File: src/rtl/imm_gen_stage_pkg.sv
// Shared decode types for the immediate-generation stage.
//   itype_e    : immediate format selector carried with each lane.
//   imm_lane_t : one stored lane of a bundle {lane_en, imm, illegal}; imm is
//                held at the widest legal width and sliced by the consumer.
package cpuDefine;

  localparam int ITYPE_W   = 4;
  localparam int IMM_MAX_W = 64;

  // Encodings 9..15 are unassigned and decode as illegal.
  typedef enum logic [ITYPE_W-1:0] {
    I8   = 4'd0,
    I6U  = 4'd1,
    I12  = 4'd2,
    I14  = 4'd3,
    I16  = 4'd4,
    I20  = 4'd5,
    I20H = 4'd6,
    I21  = 4'd7,
    I26  = 4'd8
  } itype_e;

  typedef struct packed {
    logic                 lane_en;
    logic [IMM_MAX_W-1:0] imm;
    logic                 illegal;
  } imm_lane_t;

endpackage

File: src/rtl/imm_gen_stage_ext.sv
// Per-lane combinational immediate extractor.
//   lane_en   : lane carries an instruction; when low imm and illegal are 0.
//   instr     : raw 32-bit instruction.
//   itype     : immediate format (cpuDefine::itype_e encoding).
//   is_unsign : zero-extend select, only meaningful for I12.
//   imm       : immediate extended to WIDTH.
//   illegal   : format unknown or not available at this WIDTH.
module imm_ext
  import cpuDefine::*;
#(
  parameter int WIDTH = 32
) (
  input  logic               lane_en,
  input  logic [31:0]        instr,
  input  logic [ITYPE_W-1:0] itype,
  input  logic               is_unsign,
  output logic [WIDTH-1:0]   imm,
  output logic               illegal
);

  localparam bit WIDE = (WIDTH == 64);

  logic [WIDTH-1:0] imm_s;
  logic             bad_s;
  logic             unused_s;

  // Opcode bits above the immediate fields never contribute.
  assign unused_s = ^instr[31:26];

  // Format decode; signed casts sign-extend each field to WIDTH.
  always_comb begin
    imm_s = {WIDTH{1'b0}};
    bad_s = 1'b0;
    case (itype)
      I8:  imm_s = WIDTH'(instr[14:10]);
      I6U: begin
        if (WIDE) begin
          imm_s = WIDTH'(instr[15:10]);
        end else begin
          bad_s = 1'b1;
        end
      end
      I12: begin
        if (is_unsign) begin
          imm_s = WIDTH'(instr[21:10]);
        end else begin
          imm_s = WIDTH'($signed(instr[21:10]));
        end
      end
      I14: imm_s = WIDTH'($signed({instr[23:10], 2'b00}));
      I16: imm_s = WIDTH'($signed({instr[25:10], 2'b00}));
      I20: imm_s = WIDTH'($signed({instr[24:5], 12'd0}));
      I20H: begin
        if (WIDE) begin
          imm_s = WIDTH'($signed({instr[24:5], 32'd0}));
        end else begin
          bad_s = 1'b1;
        end
      end
      I21: imm_s = WIDTH'($signed({instr[4:0], instr[25:10], 2'b00}));
      I26: imm_s = WIDTH'($signed({instr[9:0], instr[25:10], 2'b00}));
      default: bad_s = 1'b1;
    endcase
  end

  assign imm     = lane_en ? imm_s : {WIDTH{1'b0}};
  assign illegal = lane_en & bad_s;

endmodule

File: src/rtl/imm_gen_stage.sv
// Immediate-generation stage: extends immediates for a bundle of LANES
// instructions and passes the bundle through a 2-entry skid buffer with
// exactly one cycle of latency.
//   clk, rst      : clock, synchronous active-high reset.
//   in_valid/ready: input handshake; in_ready is registered (skid empty).
//   in_lane_en, in_instr, in_itype, in_is_unsign : per-lane decode inputs.
//   flush         : drop both buffered bundles at the next edge.
//   out_valid/ready: output handshake.
//   out_lane_en, out_imm, out_illegal : per-lane results, driven by flops.
module imm_gen_stage
  import cpuDefine::*;
#(
  parameter int WIDTH = 32,
  parameter int LANES = 2
) (
  input  logic                          clk,
  input  logic                          rst,
  input  logic                          in_valid,
  output logic                          in_ready,
  input  logic [LANES-1:0]              in_lane_en,
  input  logic [LANES-1:0][31:0]        in_instr,
  input  logic [LANES-1:0][ITYPE_W-1:0] in_itype,
  input  logic [LANES-1:0]              in_is_unsign,
  input  logic                          flush,
  output logic                          out_valid,
  input  logic                          out_ready,
  output logic [LANES-1:0]              out_lane_en,
  output logic [LANES-1:0][WIDTH-1:0]   out_imm,
  output logic [LANES-1:0]              out_illegal
);

  imm_lane_t [LANES-1:0] in_bundle_s;
  imm_lane_t [LANES-1:0] main_r;
  imm_lane_t [LANES-1:0] skid_r;
  imm_lane_t [LANES-1:0] main_nxt_s;
  imm_lane_t [LANES-1:0] skid_nxt_s;
  logic                  main_vld_r;
  logic                  skid_vld_r;
  logic                  main_vld_nxt_s;
  logic                  skid_vld_nxt_s;
  logic                  in_ready_r;
  logic                  in_fire_s;

  for (genvar g = 0; g < LANES; g++) begin : g_lane
    logic [WIDTH-1:0] ext_imm_s;
    logic             ext_ill_s;

    imm_ext #(.WIDTH(WIDTH)) u_ext (
      .lane_en   (in_lane_en[g]),
      .instr     (in_instr[g]),
      .itype     (in_itype[g]),
      .is_unsign (in_is_unsign[g]),
      .imm       (ext_imm_s),
      .illegal   (ext_ill_s)
    );

    assign in_bundle_s[g].lane_en = in_lane_en[g];
    assign in_bundle_s[g].imm     = IMM_MAX_W'(ext_imm_s);
    assign in_bundle_s[g].illegal = ext_ill_s;

    assign out_lane_en[g] = main_r[g].lane_en;
    assign out_imm[g]     = main_r[g].imm[WIDTH-1:0];
    assign out_illegal[g] = main_r[g].illegal;

    // Upper storage bits stay zero when WIDTH is narrower than the struct.
    if (WIDTH < IMM_MAX_W) begin : g_hi
      logic unused_hi_s;
      assign unused_hi_s = ^main_r[g].imm[IMM_MAX_W-1:WIDTH];
    end
  end

  assign in_fire_s = in_valid & in_ready_r;
  assign in_ready  = in_ready_r;
  assign out_valid = main_vld_r;

  // Skid-buffer next state. The skid entry can only be full while main is
  // full, and in_ready is low then, so an accept never coincides with an
  // unload of the skid entry.
  always_comb begin
    main_nxt_s     = main_r;
    skid_nxt_s     = skid_r;
    main_vld_nxt_s = main_vld_r;
    skid_vld_nxt_s = skid_vld_r;
    if (!main_vld_r || out_ready) begin
      if (skid_vld_r) begin
        main_nxt_s     = skid_r;
        main_vld_nxt_s = 1'b1;
        skid_vld_nxt_s = 1'b0;
      end else if (in_fire_s) begin
        main_nxt_s     = in_bundle_s;
        main_vld_nxt_s = 1'b1;
      end else begin
        main_vld_nxt_s = 1'b0;
      end
    end else begin
      if (in_fire_s) begin
        skid_nxt_s     = in_bundle_s;
        skid_vld_nxt_s = 1'b1;
      end else begin
        skid_vld_nxt_s = skid_vld_r;
      end
    end
  end

  // Storage registers; reset and flush both empty the buffer and clear data.
  always_ff @(posedge clk) begin
    if (rst || flush) begin
      main_r     <= '0;
      skid_r     <= '0;
      main_vld_r <= 1'b0;
      skid_vld_r <= 1'b0;
      in_ready_r <= 1'b1;
    end else begin
      main_r     <= main_nxt_s;
      skid_r     <= skid_nxt_s;
      main_vld_r <= main_vld_nxt_s;
      skid_vld_r <= skid_vld_nxt_s;
      in_ready_r <= ~skid_vld_nxt_s;
    end
  end

endmodule

File: config.mk
export PLATFORM = sky130hd
export DESIGN_NAME = imm_gen_stage
export DESIGN_NICKNAME = d
export VERILOG_FILES = /design/src/rtl/imm_gen_stage_pkg.sv /design/src/rtl/imm_gen_stage_ext.sv /design/src/rtl/imm_gen_stage.sv
export SDC_FILE = /design/constraint.sdc
export NUM_CORES = 1
export LEC_CHECK = 0
export CAP_MARGIN = 10
export CORE_ASPECT_RATIO = 1.25
export CORE_MARGIN = 3
export CORE_UTILIZATION = 62
export CTS_BUF_LIST = sky130_fd_sc_hd__clkbuf_4 sky130_fd_sc_hd__clkbuf_8
export DETAILED_ROUTE_END_ITERATION = 8
export DONT_BUFFER_PORTS = 1
export PLACE_DENSITY = 0.84
export SYNTH_ARGS = -nofsm -noshare
export SYNTH_HDL_FRONTEND = slang
export SYNTH_SLANG_ARGS = --single-unit
File: constraint.sdc
create_clock -name clk -period 2 [get_ports clk]
set_input_delay 0.4 -clock clk [delete_from_list [all_inputs] [get_ports clk]]
set_output_delay 0.4 -clock clk [all_outputs]
set_load 0.005 [all_outputs]
* After elaboration in Yosys (flattened, before gate mapping)
Index checks and enable logic that the tools add are counted.
Word-level totals: flip-flop bits (word level) 139, logic and storage cells 56
Operators by class: equal/unequal tests 12, muxes and demuxes 14, bitwise operators 5, reduce and logical (&&, ||, !) cells 10
Operator list (number):
- case mux 32 bit (7 select lines) | 2
- two-way mux 132 bit | 2
- two-way mux 32 bit | 4
- == test 4 x 3 -> 1 bit, second input constant | 6
- == test 4 x 2 -> 1 bit, second input constant | 4
- OR reduction 7 bit | 2
- == test 4 bit, second input constant | 2
- logical NOT 4 bit | 2
- two-way mux 1 bit | 6
- AND reduction 2 bit | 2
- bitwise AND 1 bit | 3
- logical OR 1 bit | 2
- inverter 1 bit | 2
- nonzero test 2 bit | 1
- logical NOT 1 bit | 1

* Depth between registers and ports, before layout
Gate-level depths: netlist of run 1.
depth after elaboration 6, gate-level depth with buffers 8, mapped depth without buffers 5

* By module
From an unflattened synthesis of run 1, not the netlist that was laid out.
Second synthesis, totals: cell total of the unflattened synthesis 891, area total of the unflattened synthesis 7422.1 um2
Modules (own cells, without submodules):
- imm_gen_stage | times used 1, cells an instance 619, area each 5612.9 um2, sequential area each 2782.7 um2
- imm_ext | times used 2, cells an instance 136, area each 904.6 um2, sequential area each 0.0 um2

* Least setup slack after synthesis of run 1
No wires, ideal clock.
path kind input -> register, from in in_itype[0] (netlist bit), to reg main_r, in the netlist out_imm[23], setup time 0.132 ns, data arrival time 1.563 ns, data required time 1.868 ns, path slack 0.305 ns, cell stages on the path 6, path buffers 1, path through buf_4 -> and3_1 -> a32oi_4 -> nand3_4 -> a2111oi_1 -> nor3_1
On the way: longest elaborated chain between the ends 5
RTL lines:
- from (decl) | line imm_gen_stage.sv:22 | input logic [LANES-1:0][ITYPE_W-1:0] in_itype,
- == test 4 bit (tied with other cells) | line imm_gen_stage_ext.sv:34 | case (itype)
- case mux 32 bit (7 select lines) * | line imm_gen_stage_ext.sv:34
- two-way mux 32 bit * | line imm_gen_stage_ext.sv:66 | assign imm = lane_en ? imm_s : {WIDTH{1'b0}};
- two-way mux 132 bit * | line imm_gen_stage.sv:89 | end else if (in_fire_s) begin
- two-way mux 132 bit * | line imm_gen_stage.sv:85 | if (skid_vld_r) begin
- to (signal assigned) | line imm_gen_stage.sv:114 | main_r <= main_nxt_s;
- to (decl) | line imm_gen_stage.sv:33 | imm_lane_t [LANES-1:0] main_r;
Mark *: on every way between the ends. The rest lies on a longest branch, timed or not. The select of a mux whose other input is x is not followed. A chain may end at the register's enable or synchronous reset.

* Worst setup path after layout of run 1
from reg main_vld_r (netlist: out_valid), to reg skid_r[10] (netlist bit)
On the way: longest elaborated chain between the ends 4
RTL lines:
- from (decl) | line imm_gen_stage.sv:37 | logic main_vld_r;
- from (signal assigned) | line imm_gen_stage.sv:116 | main_vld_r <= main_vld_nxt_s;
- logical NOT 1 bit | line imm_gen_stage.sv:84 | if (!main_vld_r || out_ready) begin
- logical OR 1 bit | line imm_gen_stage.sv:84
- inverter 1 bit (no source line)
- AND reduction 2 bit (no source line)
- to (signal assigned) | line imm_gen_stage.sv:115 | skid_r <= skid_nxt_s;
- to (decl) | line imm_gen_stage.sv:34 | imm_lane_t [LANES-1:0] skid_r;
Every way passes these cells.

==> results of run 1 <==
[cells by family (layout without fill, tap and decap cells)]
group	after synthesis	count (layout)	share of synthesized area, %
AND/OR/NAND/NOR	302	302	22.1
AO/OA/AOI/OAI	337	337	31.2
flip-flops	139	139	39.1
buffers and inverters	82	62	5.99
multiplexers	9	9	1.34
XOR/XNOR	2	2	0.351
[path summary, 6_finish.rpt]
| check | from | end | slack (ns) |
|---|---|---|---|
| max | out_valid | skid_r[10] | 0.14 |
| min | in_lane_en[0] | skid_r[65] | 0.1 |
| max reg2reg | out_valid | skid_r[10] | 0.14 |
| min reg2reg | skid_r[96] | skid_r[96] | 0.45 |
[state kept, by name (all words and copies together), names as in the netlist]
| name | cells |
|---|---|
| out_valid | 1 |
| out_imm | 64 |
| out_illegal | 2 |
| skid_vld_r | 1 |
| skid_r | 68 |
| out_lane_en | 2 |
| in_ready | 1 |
[per-layer routing]
| layer | GRT usage [%] | up-vias | share of wire (%) |
|---|---|---|---|
| met1 | 36.5 | 3226 | 37 |
| met4 | 13.1 | 0 | 3.7 |
| met3 | 9.36 | 73 | 9.2 |
| li1 | - | 3160 | - |
| met2 | 53.2 | 357 | 50 |
| met5 | 0 | - | 0 |
[synthesized netlist by cell type (all sizes together) (9+ instances only)]
cell | number | area share [%]
a2111oi | 9 | 1.3
a211oi | 13 | 1.4
a21oi | 74 | 5.4
a221oi | 18 | 2.3
a22oi | 46 | 4.8
and3 | 25 | 2.2
buf | 34 | 3.5
clkbuf | 44 | 2.3
dfxtp | 139 | 39
nand2 | 98 | 5.2
nand3 | 19 | 1.7
nand3b | 10 | 1.1
nor2 | 83 | 4.4
nor2b | 18 | 1.6
nor3 | 13 | 0.91
o21ai | 109 | 7.7
o22ai | 18 | 1.6
[cell usage in the layout (no fill, tap or decap), types with 13 or more instances in the layout]
master	netlist	routed
sky130_fd_sc_hd__nor2_1	82	80
sky130_fd_sc_hd__nor2b_1	18	17
sky130_fd_sc_hd__and3_1	25	25
sky130_fd_sc_hd__nand3_1	16	16
sky130_fd_sc_hd__o21ai_0	85	85
sky130_fd_sc_hd__a21oi_1	73	73
sky130_fd_sc_hd__o22ai_1	18	18
sky130_fd_sc_hd__clkbuf_8	0	18
sky130_fd_sc_hd__dfxtp_1	139	138
sky130_fd_sc_hd__a211oi_1	13	13
sky130_fd_sc_hd__nor3_1	13	13
sky130_fd_sc_hd__a221oi_1	17	17
sky130_fd_sc_hd__nand2_1	98	98
sky130_fd_sc_hd__a22oi_1	46	46
sky130_fd_sc_hd__buf_4	8	23
sky130_fd_sc_hd__o21ai_1	24	24
[critical path, stage by stage (launching register included)]
cell and delay (ns):
sky130_fd_sc_hd__dfxtp_1 0.39, sky130_fd_sc_hd__nand2b_4 0.18, sky130_fd_sc_hd__or2_1 0.27, sky130_fd_sc_hd__buf_4 0.22
sky130_fd_sc_hd__nor2_1 0.45, sky130_fd_sc_hd__a22oi_1 0.15, sky130_fd_sc_hd__nor2_1 0.13
[per-stage QoR]
step | util (%) | hold WS, ns
after floorplan | - | 0.417
after global placement | 64.0 | 0.427
after detailed placement | 64.0 | 0.439
after CTS | 67.9 | 0.0790
after global routing | 67.9 | 0.0710
final | 67.9 | 0.0958
[final cells by class]
cell class / count / share of cell area (%)
multi-input combinational: 650 / 52.0
sequential: 139 / 36.8
clock buffer: 20 / 3.48
timing repair buffer: 26 / 3.08
tap: 135 / 2.23
clock inverter: 12 / 2.18
inverter: 4 / 0.199
[power groups by stage]
stage	Sequential [W]	Combinational (W)	Clock (W)
6_report	0.00284	0.000602	0.00243
5_1_grt	0.00284	0.000660	0.00258
4_1_cts	0.00284	0.000596	0.00245
3_5_place_dp	0.00290	0.000593	0
3_3_place_gp	0.00290	0.000572	0
2_1_floorplan	0.00289	0.000509	0
==> metrics.log, run 1 <==
INFO  metric die_ht = 126 um
INFO  metric setup_viol_count_final = 0
INFO  metric layout.nets = around 920
INFO  metric synth_edf_count = 0
INFO  metric placement.io_buffers = 0
INFO  metric netlist_area = 0.00712 mm^2
INFO  metric placement_rows = 43
INFO  metric dp_hpwl = 14,600 um
INFO  metric hold_viol_final = 0
INFO  metric final_layout_fill_cell_count = slightly above 900
INFO  metric final-instance-count-excl-fill = 986
INFO  metric postPlaceCellArea = 0.00713 mm^2
INFO  metric end_kind = flip-flop
INFO  metric synth_fp_nets = 952
INFO  metric power_switching = 0.00152 W
INFO  metric clk_root_buffer_cell = sky130_fd_sc_hd__clkbuf_8
INFO  metric cts_tree = built
INFO  metric core_region_area = 0.0111 mm^2
INFO  metric timing.setup.tns = 0 ns
INFO  metric gpl.final_weighted_congestion = 0.945
INFO  metric drt_pass1_iterations = 6
INFO  metric first_global_vias = 6,558
INFO  metric via_count = 6,816
INFO  metric worstHoldPathCells = 2
INFO  metric sequentialPowerShare = 48.3%
INFO  metric ir_drop = around 0.00046 V
INFO  metric min-delay-path-class = in -> reg
INFO  metric ctsHoldBuffers = 0
INFO  metric flow.area_growth_from_synthesis = 6.17%
INFO  metric initial_core_util = 63.9%
INFO  metric timing_worst_setup_path_type = reg -> reg
INFO  metric run_status = complete, no violations
INFO  metric power.total = 0.00587 W
INFO  metric timing.critical_path.from_type = flip-flop
INFO  metric final_cell_area = 0.00756 mm^2
INFO  metric remaining_drc_errors = 0
INFO  metric clk_pin_slew_worst_paths = 0.08 ns
INFO  metric place_worst_setup_slack = roughly 0.11 ns
INFO  metric slew_violations = 0
INFO  metric rsz0062_at_grt = false
INFO  metric worst-r2r-cell-count = 6
INFO  metric htree_levels = 4
INFO  metric grt_pass1_wl = 32,500 um
INFO  metric drt-total-wl = 20,500 um
INFO  metric number_of_clock_sinks = 139
INFO  metric num_antenna_cells = 0
INFO  metric cts-resized-gates = 0
INFO  metric p_sw_share = between 20% and 30%
INFO  metric initial_antenna_violation_count = 0
INFO  metric clock_latency = approximately 0.44 ns
INFO  metric final.min_clock_period = 1.86 ns
INFO  metric share_of_post_route_cells_with_drive_strength_above_1 = between 10 and 15%
INFO  metric synth-async-reset-ratio = 0%
INFO  metric clock-skew-final = between 0.01 and 0.015 ns
INFO  metric die-area = roughly 0.013 mm^2
INFO  metric cts_buffer_depth = 2
INFO  metric postCtsSetupBuffers = 0
INFO  metric grt_max_degree = 48
INFO  metric maximum_achievable_frequency = about 540 MHz
INFO  metric globalRoute.totalOverflow = 0
INFO  metric die_width = between 100 and 150 um
INFO  metric power.internal = 0.00435 W
INFO  metric worst-path-max-fanout = 23
INFO  metric post_drt_via_cell_ratio = 6.91
INFO  metric actual_slew_at_the_worst_max_slew_pin = roughly 0.58 ns
INFO  metric post-route-period-util = 93.2%
INFO  metric cts-buffers-inserted = 17
INFO  metric p_per_area = 777 mW/mm^2
INFO  metric drt_iter0_markers = 425
INFO  metric clockPowerShare = between 40% and 50%
INFO  metric max-cap-violations = 0
INFO  metric synth_cells = 871
INFO  metric routed_wire_length_per_instance = just over 20 um
INFO  metric multi_input_gate_area_in_the_final_layout = 0.00393 mm^2
INFO  metric setup_slack = 0.135 ns
INFO  metric synthesis.area_per_instance = between 8 and 9 um^2
INFO  metric critPathArrivalTime = 2.24 ns
INFO  metric area.sequential = 0.00278 mm^2
INFO  metric share_comb_of_total_power = between 10% and 20%
INFO  metric reported_leakage_power = 2.66 nW
INFO  metric ant_nets = 0
INFO  metric ys_dominant_reg_cell = sky130_fd_sc_hd__dfxtp_1
INFO  metric io_pins = 151
INFO  metric place.detailed.instances = 954
INFO  metric synth_register_bits = 139
INFO  metric max-slew-margin-rel = 61.7%
INFO  metric seq_area_frac_synth = roughly two fifths
INFO  metric post_synth_num_cell_types = 72
INFO  metric grt_usage = roughly a third
INFO  metric yosys_warnings = 0
INFO  metric critPathRequiredTime = 2.38 ns
Note: power is estimated with default switching activity, not from simulation.
==> run 2: changes to the inputs <==
==> constraint.sdc (replaced) <==
create_clock -name clk -period 2.23 [get_ports clk]
set_input_delay 0.446 -clock clk [delete_from_list [all_inputs] [get_ports clk]]
set_output_delay 0.446 -clock clk [all_outputs]
set_load 0.005 [all_outputs]
==> run 2 against run 1 <==
Cell count decreased by 0.71%; power decreased by 9.9%; non-clock buffer count decreased by 7; global-route usage decreased by 0.33 points; setup slack improved by 0.22 ns; largest cell class unchanged.
==> metrics.log, run 2 (same netlist as run 1, synthesis figures left out) <==
INFO  metric grt_pass1_wl = 32,100 um
INFO  metric final_cell_area = about 0.0075 mm^2
INFO  metric wl_met2 = 10,100 um
INFO  metric postPlaceCellArea = 0.00707 mm^2
INFO  metric cts_tree = built
INFO  metric ant_nets = 0
INFO  metric setup_viol_count_final = 0
INFO  metric layout.nets = 912
INFO  metric crit_path_max_delay_family = simple AND/OR/NAND/NOR gates
INFO  metric cts-resized-gates = 0
INFO  metric run_status = complete, no violations
INFO  metric grt_max_degree = between 40 and 50
INFO  metric layout_commonest_cell = sky130_fd_sc_hd__dfxtp_1
INFO  metric grt_usage = 31.1%
INFO  metric r2r-end = out_imm[14]
INFO  metric remaining_drc_errors = 0
INFO  metric ctsHoldBuffers = 0
INFO  metric slew_violations = 0
INFO  metric timing.critical_path.slowest_cell_delay = ~0.7 ns
INFO  metric multi_input_gate_area_in_the_final_layout = 0.00393 mm^2
INFO  metric fin_worst_hold_slack = about 0.15 ns
INFO  metric min_to = skid_r[2]
INFO  metric place.detailed.instances = 947
INFO  metric htree_levels = 4
INFO  metric via_count = between 6,000 and 7,000
INFO  metric timing.setup.tns = 0 ns
INFO  metric max-slew-margin-rel = 31.0%
INFO  metric postCtsSetupBuffers = 0
INFO  metric critical_path.cell_chain = buf_4, nor2_1, nand3_2, o22ai_1
INFO  metric maximum_achievable_frequency = 533 MHz
INFO  metric critPathRequiredTime = approximately 2.6 ns
INFO  metric worst-path-max-fanout = 25
INFO  metric largest_reg_flops = between 60 and 70
INFO  metric wirelength_met1 = approximately 7500 um
INFO  metric post_drt_via_cell_ratio = just under 7
INFO  metric final-instance-count-excl-fill = approximately 980
INFO  metric most-common-layout-cells = sky130_fd_sc_hd__dfxtp_1 (138), sky130_fd_sc_hd__nand2_1 (98), sky130_fd_sc_hd__o21ai_0 (85)
INFO  metric gpl.final_weighted_congestion = 0.964
INFO  metric min-delay-path-class = in -> reg
INFO  metric die-area = ~0.013 mm^2
INFO  metric share_of_post_route_cells_with_drive_strength_above_1 = 10.4%
INFO  metric placement_rows = 43
INFO  metric io_pins = ~150
INFO  metric routed_wire_length_per_instance = 20.7 um
INFO  metric drt_iter0_markers = 366
INFO  metric hold_start = in_instr[11]
INFO  metric placement.io_buffers = 0
INFO  metric worstHoldPathCells = 2
INFO  metric clock_latency = between 0.4 and 0.5 ns
INFO  metric hold_viol_final = 0
INFO  metric p_per_area = between 700 and 800 mW/mm^2
INFO  metric drt-total-wl = 20,300 um
INFO  metric number_of_clock_sinks = 139
INFO  metric timing_worst_setup_path_type = reg -> reg
INFO  metric met3_wirelength = 1890 um
INFO  metric globalRoute.totalOverflow = 0
INFO  metric place_worst_setup_slack = 0.160 ns
INFO  metric worst-r2r-cell-count = 4
INFO  metric end_kind = flip-flop
INFO  metric area.sequential = 0.00278 mm^2
INFO  metric rsz0062_at_grt = false
INFO  metric actual_slew_at_the_worst_max_slew_pin = 1.03 ns
INFO  metric setup_slack = 0.352 ns
INFO  metric initial_antenna_violation_count = 0
INFO  metric post-route-period-util = 84.2%
INFO  metric cp.buffers_inverters = 1
INFO  metric cts-buffers-inserted = 17
INFO  metric cts_buffer_depth = 2
INFO  metric num_antenna_cells = 0
INFO  metric ir_drop = 0.000402 V
INFO  metric largest-register = skid_r
INFO  metric timing.critical_path.from_type = flip-flop
INFO  metric first_global_vias = 6,553
INFO  metric clock-skew-final = 0.0140 ns
INFO  metric clk_pin_slew_worst_paths = 0.08 ns
INFO  metric die_ht = roughly 130 um
INFO  metric die_width = 102 um
INFO  metric core_region_area = 0.0111 mm^2
INFO  metric flow.area_growth_from_synthesis = 5.32%
INFO  metric reported_leakage_power = around 2.6 nW
INFO  metric critPathArrivalTime = 2.24 ns
INFO  metric max-cap-violations = 0
INFO  metric final_layout_fill_cell_count = slightly below 900
INFO  metric clk_root_buffer_cell = sky130_fd_sc_hd__clkbuf_8
INFO  metric timing.rr.start = skid_vld_r
INFO  metric dp_hpwl = 14,200 um
INFO  metric drt_pass1_iterations = 7
INFO  metric initial_core_util = roughly 64%
INFO  metric r2r_setup_slack = 0.35 ns
INFO  metric worst_path_slowest_cell = sky130_fd_sc_hd__nor2_1
INFO  metric final.min_clock_period = 1.88 ns
INFO  metric dr.max_layer_used = met4
-- run 2: cell type report --
type | instances | area share [%]
Clock buffer | 20 | 3.59
Timing Repair Buffer | 19 | 2.24
Clock inverter | 12 | 2.19
Tap cell | 135 | 2.25
Multi-Input combinational cell | 650 | 52.4
Sequential cell | 139 | 37.1
Inverter | 4 | 0.200
-- run 2: per-stage QoR --
step           total power (W)  util, %
2_1_floorplan          0.00305        -
3_3_place_gp           0.00310     63.5
3_5_place_dp           0.00312     63.5
4_1_cts                0.00528     67.4
5_1_grt                0.00546     67.4
6_report               0.00529     67.4
-- run 2: where the power goes --
group / internal, W / switching (W)
clock network: 0.00119 / 0.00103
logic: 0.000200 / 0.000326
registers: 0.00252 / 0.0000280
total: 0.00391 / 0.00138
-- run 2: routing by layer --
| layer | up-vias | global-route usage, % |
|---|---|---|
| met3 | 51 | 8.81 |
| met2 | 331 | 52.6 |
| met4 | 0 | 14.1 |
| li1 | 3138 | - |
| met5 | - | 0 |
| met1 | 3207 | 36.0 |
-- run 2: worst max-delay path by stage --
| stage | to | cells after the start | from |
|---|---|---|---|
| 2_1_floorplan | out_imm[23] | 6 | in_itype[0] |
| 3_3_place_gp | out_imm[27] | 5 | in_itype[1] |
| 3_5_place_dp | out_imm[14] | 5 | in_itype[1] |
| 4_1_cts | out_imm[58] | 5 | in_ready |
| 5_1_grt | out_imm[13] | 4 | skid_vld_r |
| 6_report | out_imm[14] | 4 | skid_vld_r |
-- run 2: worst register-to-register path, cell delays in order, from the launching register on --
cell and delay, ns:
sky130_fd_sc_hd__dfxtp_2 0.35, sky130_fd_sc_hd__buf_4 0.22, sky130_fd_sc_hd__nor2_1 0.69, sky130_fd_sc_hd__nand3_2 0.31, sky130_fd_sc_hd__o22ai_1 0.24
